[src/rtl/pc_stack_counter_if.sv]
// Bus between the fetch-stage controller and the program counter with return stack.
interface pc_stack_counter_if #(
    parameter int SIZE  = 8,
    parameter int DEPTH = 4
);
    localparam int SPW = $clog2(DEPTH + 1);

    logic            PC_ENA;
    logic [2:0]      OP;
    logic [SIZE-1:0] DATA;
    logic [SIZE-1:0] OFFSET;
    logic            ERR_CLR;
    logic [SIZE-1:0] COUNT;
    logic [SIZE-1:0] TOS;
    logic [SPW-1:0]  SP;
    logic            STK_FULL;
    logic            STK_EMPTY;
    logic            ERR;

    modport master (
        output PC_ENA, OP, DATA, OFFSET, ERR_CLR,
        input  COUNT, TOS, SP, STK_FULL, STK_EMPTY, ERR
    );

    modport slave (
        input  PC_ENA, OP, DATA, OFFSET, ERR_CLR,
        output COUNT, TOS, SP, STK_FULL, STK_EMPTY, ERR
    );
endinterface

[src/rtl/pc_stack_counter.sv]
// Program counter with increment/load/relative branch and a hardware
// return-address stack; overflow and underflow latch a sticky ERR.
module pc_stack_counter #(
    parameter int SIZE  = 8,
    parameter int DEPTH = 4,
    parameter int STEP  = 1
) (
    input  logic              CLK,
    input  logic              RST,
    pc_stack_counter_if.slave bus
);
    localparam int SPW = $clog2(DEPTH + 1);
    localparam int IW  = $clog2(DEPTH);

    localparam logic [2:0] OP_INC    = 3'b000;
    localparam logic [2:0] OP_LOAD   = 3'b001;
    localparam logic [2:0] OP_BRANCH = 3'b010;
    localparam logic [2:0] OP_CALL   = 3'b011;
    localparam logic [2:0] OP_RET    = 3'b100;

    logic [SIZE-1:0] count, count_nxt;
    logic [SIZE-1:0] stack [DEPTH];
    logic [SPW-1:0]  sp, sp_nxt;
    logic            err, err_nxt;
    logic            push, err_event;
    logic            full, empty;
    logic [IW-1:0]   push_idx, top_idx;
    logic [SIZE-1:0] ret_addr;

    assign full     = (sp == SPW'(DEPTH));
    assign empty    = (sp == '0);
    assign push_idx = IW'(sp);
    assign top_idx  = IW'(sp - SPW'(1));
    assign ret_addr = count + SIZE'(STEP);

    always_comb begin
        count_nxt = count;
        sp_nxt    = sp;
        push      = 1'b0;
        err_event = 1'b0;
        if (bus.PC_ENA) begin
            case (bus.OP)
                OP_INC:    count_nxt = count + SIZE'(STEP);
                OP_LOAD:   count_nxt = bus.DATA;
                // modulo-2^SIZE add is identical for signed and unsigned offsets
                OP_BRANCH: count_nxt = count + bus.OFFSET;
                OP_CALL: begin
                    if (full) begin
                        err_event = 1'b1;
                    end else begin
                        push      = 1'b1;
                        sp_nxt    = sp + SPW'(1);
                        count_nxt = bus.DATA;
                    end
                end
                OP_RET: begin
                    if (empty) begin
                        err_event = 1'b1;
                    end else begin
                        sp_nxt    = sp - SPW'(1);
                        count_nxt = stack[top_idx];
                    end
                end
                default: ;
            endcase
        end
        // a same-cycle error event outranks the clear
        err_nxt = (err & ~bus.ERR_CLR) | err_event;
    end

    always_ff @(posedge CLK) begin
        if (RST) begin
            count <= '0;
            sp    <= '0;
            err   <= 1'b0;
            for (int i = 0; i < DEPTH; i++) begin
                stack[i] <= '0;
            end
        end else begin
            count <= count_nxt;
            sp    <= sp_nxt;
            err   <= err_nxt;
            if (push) begin
                stack[push_idx] <= ret_addr;
            end
        end
    end

    assign bus.COUNT     = count;
    assign bus.SP        = sp;
    assign bus.ERR       = err;
    assign bus.STK_FULL  = full;
    assign bus.STK_EMPTY = empty;
    assign bus.TOS       = empty ? '0 : stack[top_idx];
endmodule

[src/flat_wrapper.sv]
// flat-port wrapper written by rule: the top's interface ports become plain ports
module pc_stack_counter_flat 
#(
    parameter int SIZE  = 8,
    parameter int DEPTH = 4,
    parameter int STEP  = 1
)
  (CLK, RST, bus_PC_ENA, bus_OP, bus_DATA, bus_OFFSET, bus_ERR_CLR, bus_COUNT, bus_TOS, bus_SP, bus_STK_FULL, bus_STK_EMPTY, bus_ERR);
  pc_stack_counter_if #(.SIZE(SIZE), .DEPTH(DEPTH)) bus_i ();
  input  logic CLK;
  input  logic RST;
  input wire logic [$bits(bus_i.PC_ENA)-1:0] bus_PC_ENA;
  input wire logic [$bits(bus_i.OP)-1:0] bus_OP;
  input wire logic [$bits(bus_i.DATA)-1:0] bus_DATA;
  input wire logic [$bits(bus_i.OFFSET)-1:0] bus_OFFSET;
  input wire logic [$bits(bus_i.ERR_CLR)-1:0] bus_ERR_CLR;
  output wire logic [$bits(bus_i.COUNT)-1:0] bus_COUNT;
  output wire logic [$bits(bus_i.TOS)-1:0] bus_TOS;
  output wire logic [$bits(bus_i.SP)-1:0] bus_SP;
  output wire logic [$bits(bus_i.STK_FULL)-1:0] bus_STK_FULL;
  output wire logic [$bits(bus_i.STK_EMPTY)-1:0] bus_STK_EMPTY;
  output wire logic [$bits(bus_i.ERR)-1:0] bus_ERR;
  assign bus_i.PC_ENA = bus_PC_ENA;
  assign bus_i.OP = bus_OP;
  assign bus_i.DATA = bus_DATA;
  assign bus_i.OFFSET = bus_OFFSET;
  assign bus_i.ERR_CLR = bus_ERR_CLR;
  assign bus_COUNT = bus_i.COUNT;
  assign bus_TOS = bus_i.TOS;
  assign bus_SP = bus_i.SP;
  assign bus_STK_FULL = bus_i.STK_FULL;
  assign bus_STK_EMPTY = bus_i.STK_EMPTY;
  assign bus_ERR = bus_i.ERR;
  pc_stack_counter #(.SIZE(SIZE), .DEPTH(DEPTH), .STEP(STEP)) u_core (.CLK(CLK), .RST(RST), .bus(bus_i));
endmodule
[config.mk]
export PLATFORM = sky130hd
export DESIGN_NAME = pc_stack_counter_flat
export DESIGN_NICKNAME = d
export VERILOG_FILES = /design/src/rtl/pc_stack_counter_if.sv /design/src/rtl/pc_stack_counter.sv /design/src/flat_wrapper.sv
export SDC_FILE = /design/constraint.sdc
export NUM_CORES = 1
export LEC_CHECK = 0
export CORE_UTILIZATION = 45
export DETAILED_ROUTE_END_ITERATION = 12
export DONT_BUFFER_PORTS = 1
export SLEW_MARGIN = 5
export SYNTH_ARGS = -nofsm -noshare
export SYNTH_HDL_FRONTEND = slang
export SYNTH_SLANG_ARGS = --single-unit
[constraint.sdc]
create_clock -name CLK -period 3.9 [get_ports CLK]
set_clock_uncertainty 0.1 [all_clocks]
set_input_delay 0.975 -clock CLK [delete_from_list [all_inputs] [get_ports CLK]]
set_output_delay 0.975 -clock CLK [all_outputs]
set_load 0.01 [all_outputs]
==> impl_metrics.yaml <==
cells_and_area:
  n_antenna_cell: 0
  design_area_mm2: 0.00288
  final_core_util_pct: 48.6
  seq_area_mm2: 0.00120
  layoutNonFillerInstCount: 339
  fin_nets: 298
  area_delta_synth_final_pct: 4.78
  layout_commonest_cell: "nor2_1"
  layout_common_cells: "41 x nor2_1, 32 x edfxtp_1, 15 x inv_1"
  multi_input_area_mm2: 0.00140
  drive_gt1_share_pct: 10.2
  nFillCells: 564
flow_run:
  maxCapViolCount: 0
sta:
  setup_viol: 0
  finalHoldViolCount: 0
  drv_slew: 0
  slew_headroom_pct: 48.5
  holdWs_ns: 0.472
  setup_slack_ns: 0.677
  min_period_ns: 3.22
  tns_ns: 0
  max_freq_ghz: 0.310
  worstMarginPinSlew_ns: 0.771
  period_share_pct: 82.6
  rsz0062_at_grt: "false"
power:
  power_switching_mw: 0.294
  seq_power_share_pct: 50.2
  p_leak_nw: 1.02
  p_int_mw: 0.786
  p_total_mw: 1.08
  clkPwrFrac_pct: 33.3
  power.density_mw_per_mm2: 375
  netSwitchingFraction_pct: 27.2
  comb_power_share_pct: 16.5
  peakVddDrop_mv: 0.211
route:
  antenna_left: 0
  drt_wl_total_um: 6550
  drcViolationCount: 0
  vias: 2095
  post_drt_wl_per_cell_um: 19.3
  drt_iter0_drc: 184
  vias_per_cell: 6.18
  drt_pass1_iterations: 4
worst_setup_path:
  path_buf_inv: 2
  r2r_cells: 7
  path_delay_family: "adder cells"
  r2r_slack_ns: 0.93
  crit_type: "flop to primary output"
  cp-start-kind: "flop"
  worst_setup_path_end_kind: "primary output"
  crit_fanout: 14
  worstReg2RegStart: "u_core.bus.SP[0]"
  cp-startpoint: "u_core.bus.SP[0]"
  slowest_stage: "ha_1"
  crit_chain: "buf_4 > inv_1 > ha_1 > mux4_2 > and2_1"
  crit_arrival_ns: 2.15
  critPathMaxStageDelay_ns: 0.53
  r2r-end: "u_core.stack[1][0]"
  cp.required_ns: 2.82
logic_synthesis:
  synth_nets: 305
  synth_flop_cell: "edfxtp_1"
  synth_edf_count: 32
  async_reset_ff_share_pct: 0
  ys_warn_count: 0
  synth_top_cell_by_area: "edfxtp_1"
  syn_area_mm2: 0.00275
  synth_cell_type_count: 60
  avgSynthCellArea_um2: 10.2
  synth_cells: 270
  yosysSeqAreaShare_pct: 43.7
  synth_top_area_share_pct: 35.0
  synth-seq-cells: 44
  synth.area.top_cells: "edfxtp_1 35%, dfxtp_1 8.7%, mux4_2 6.6%, nor2_1 5.6%, ha_1 5.0%"
clock_network:
  ctsHoldBuffers: 0
  clock_path_buffers: 2
  h-tree-depth: 2
  cts_sinks: 44
  cts_tree: "built"
  cts_resized: 0
  post_cts_buffers: 0
  clkLatencyLatePin_ns: 0.30
  clk_pin_slew_worst_paths_ns: 0.09
  cts_buffers: 5
  cts-root-buf: "clkbuf_8"
placement:
  dp_cells: 331
  place_ws_ns: 0.909
  gp_congestion: 0.791
  placed_cell_area_mm2: 0.00276
  dp_hpwl_um: 5140
  io_buffer_count: 0
die:
  die_y_um: 80.1
  rows: 28
  initial_core_util_pct: 46.4
  core_area_mm2: 0.00592
  num_io_pins: 45
  die-area_mm2: 0.00642
  die_w_um: 80.1
grt:
  grt_pass1_vias: 1948
  grt_pass1_wl_um: 10300
  track_usage_pct: 21.9
  grt_max_degree: 19
  globalRouteOverflowTotal: 0
  antenna_found_initial: 0
worst_hold_path:
  hp-start: "u_core.bus.ERR"
  min_to: "u_core.bus.ERR"
  hold_class: "flop to flop"
  hold_depth: 2
outcome:
  status: "completed"
-- worst max path at each step --
stage	depth (start not counted)	end
2_1_floorplan	6	bus_TOS[4]
3_3_place_gp	7	u_core.stack[1][1]
4_1_cts	5	bus_TOS[5]
6_report	5	bus_TOS[0]
5_1_grt	5	bus_TOS[0]
3_5_place_dp	7	u_core.stack[0][2]
-- sequential cells by signal (all words and copies together) (netlist names) --
| name | cells |
|---|---|
| u_core.bus.COUNT | 8 |
| u_core.bus.ERR | 1 |
| u_core.bus.SP | 3 |
| u_core.stack | 32 |
-- synthesized netlist by cell type (2+ instances only) --
| library cell | count |
|---|---|
| buf_6 | 4 |
| edfxtp_1 | 32 |
| nand2b_1 | 5 |
| o41ai_1 | 2 |
| buf_2 | 3 |
| ha_1 | 11 |
| xor2_1 | 4 |
| o22ai_1 | 4 |
| dfxtp_1 | 12 |
| a221oi_1 | 2 |
| clkbuf_1 | 9 |
| nor2_1 | 41 |
| nand3_1 | 5 |
| nor2b_1 | 4 |
| o21a_1 | 2 |
| a211o_1 | 2 |
| nor3b_1 | 2 |
| or2b_1 | 2 |
| nand4_1 | 2 |
| a21oi_1 | 11 |
| nor3_1 | 3 |
| o22a_1 | 2 |
| mux4_2 | 8 |
| o21bai_1 | 2 |
| or3_1 | 5 |
| a31oi_1 | 2 |
| a211oi_1 | 6 |
| and2_1 | 8 |
| xnor2_1 | 5 |
| and3_1 | 2 |
| o211ai_1 | 2 |
| o21ai_0 | 13 |
| inv_1 | 15 |
| nand2_1 | 12 |
-- power by group through the flow --
stage          sequential, mW  clock, mW  combinational [mW]
6_report                0.542      0.359               0.178
3_5_place_dp            0.553          0               0.177
5_1_grt                 0.545      0.381               0.197
2_1_floorplan           0.546          0               0.147
3_3_place_gp            0.554          0               0.176
4_1_cts                 0.542      0.365               0.178
-- kinds of logic (layout without fill, tap and decap cells) --
family | Yosys count | after routing | share of synthesized area [%]
simple gates | 99 | 99 | 18.4
compound gates | 64 | 64 | 16.1
flops | 44 | 44 | 43.7
buf+inv | 31 | 25 | 5.47
fa+ha+maj | 13 | 13 | 6.10
mux | 10 | 10 | 7.33
xor+xnor | 9 | 9 | 2.87
-- final cells by class --
type | count | share of cell area (%)
clock buffers | 5 | 2.39
flip-flops and latches | 44 | 41.7
well taps | 75 | 3.26
multi-input cells | 195 | 48.5
repair buffers | 2 | 0.522
inverters | 15 | 1.96
clock inverters | 3 | 1.65
-- layer usage --
| layer | GRT usage [%] | part of all wire, % | vias to the layer above |
|---|---|---|---|
| met5 | 0 | 0 | - |
| met3 | 4.43 | 8.5 | 3 |
| li1 | - | - | 984 |
| met1 | 30.6 | 45 | 1018 |
| met2 | 34.7 | 47 | 90 |
| met4 | 5.36 | 0.29 | 0 |
-- tightest hold or removal path, delay by kind of cell (launching register included) --
kind               cells  cell delay, ns
AOI/OAI and AO/OA      1            0.07
DFF                    1            0.39
and+or+nand+nor        1            0.08
Power figures use the tool's default switching activity.
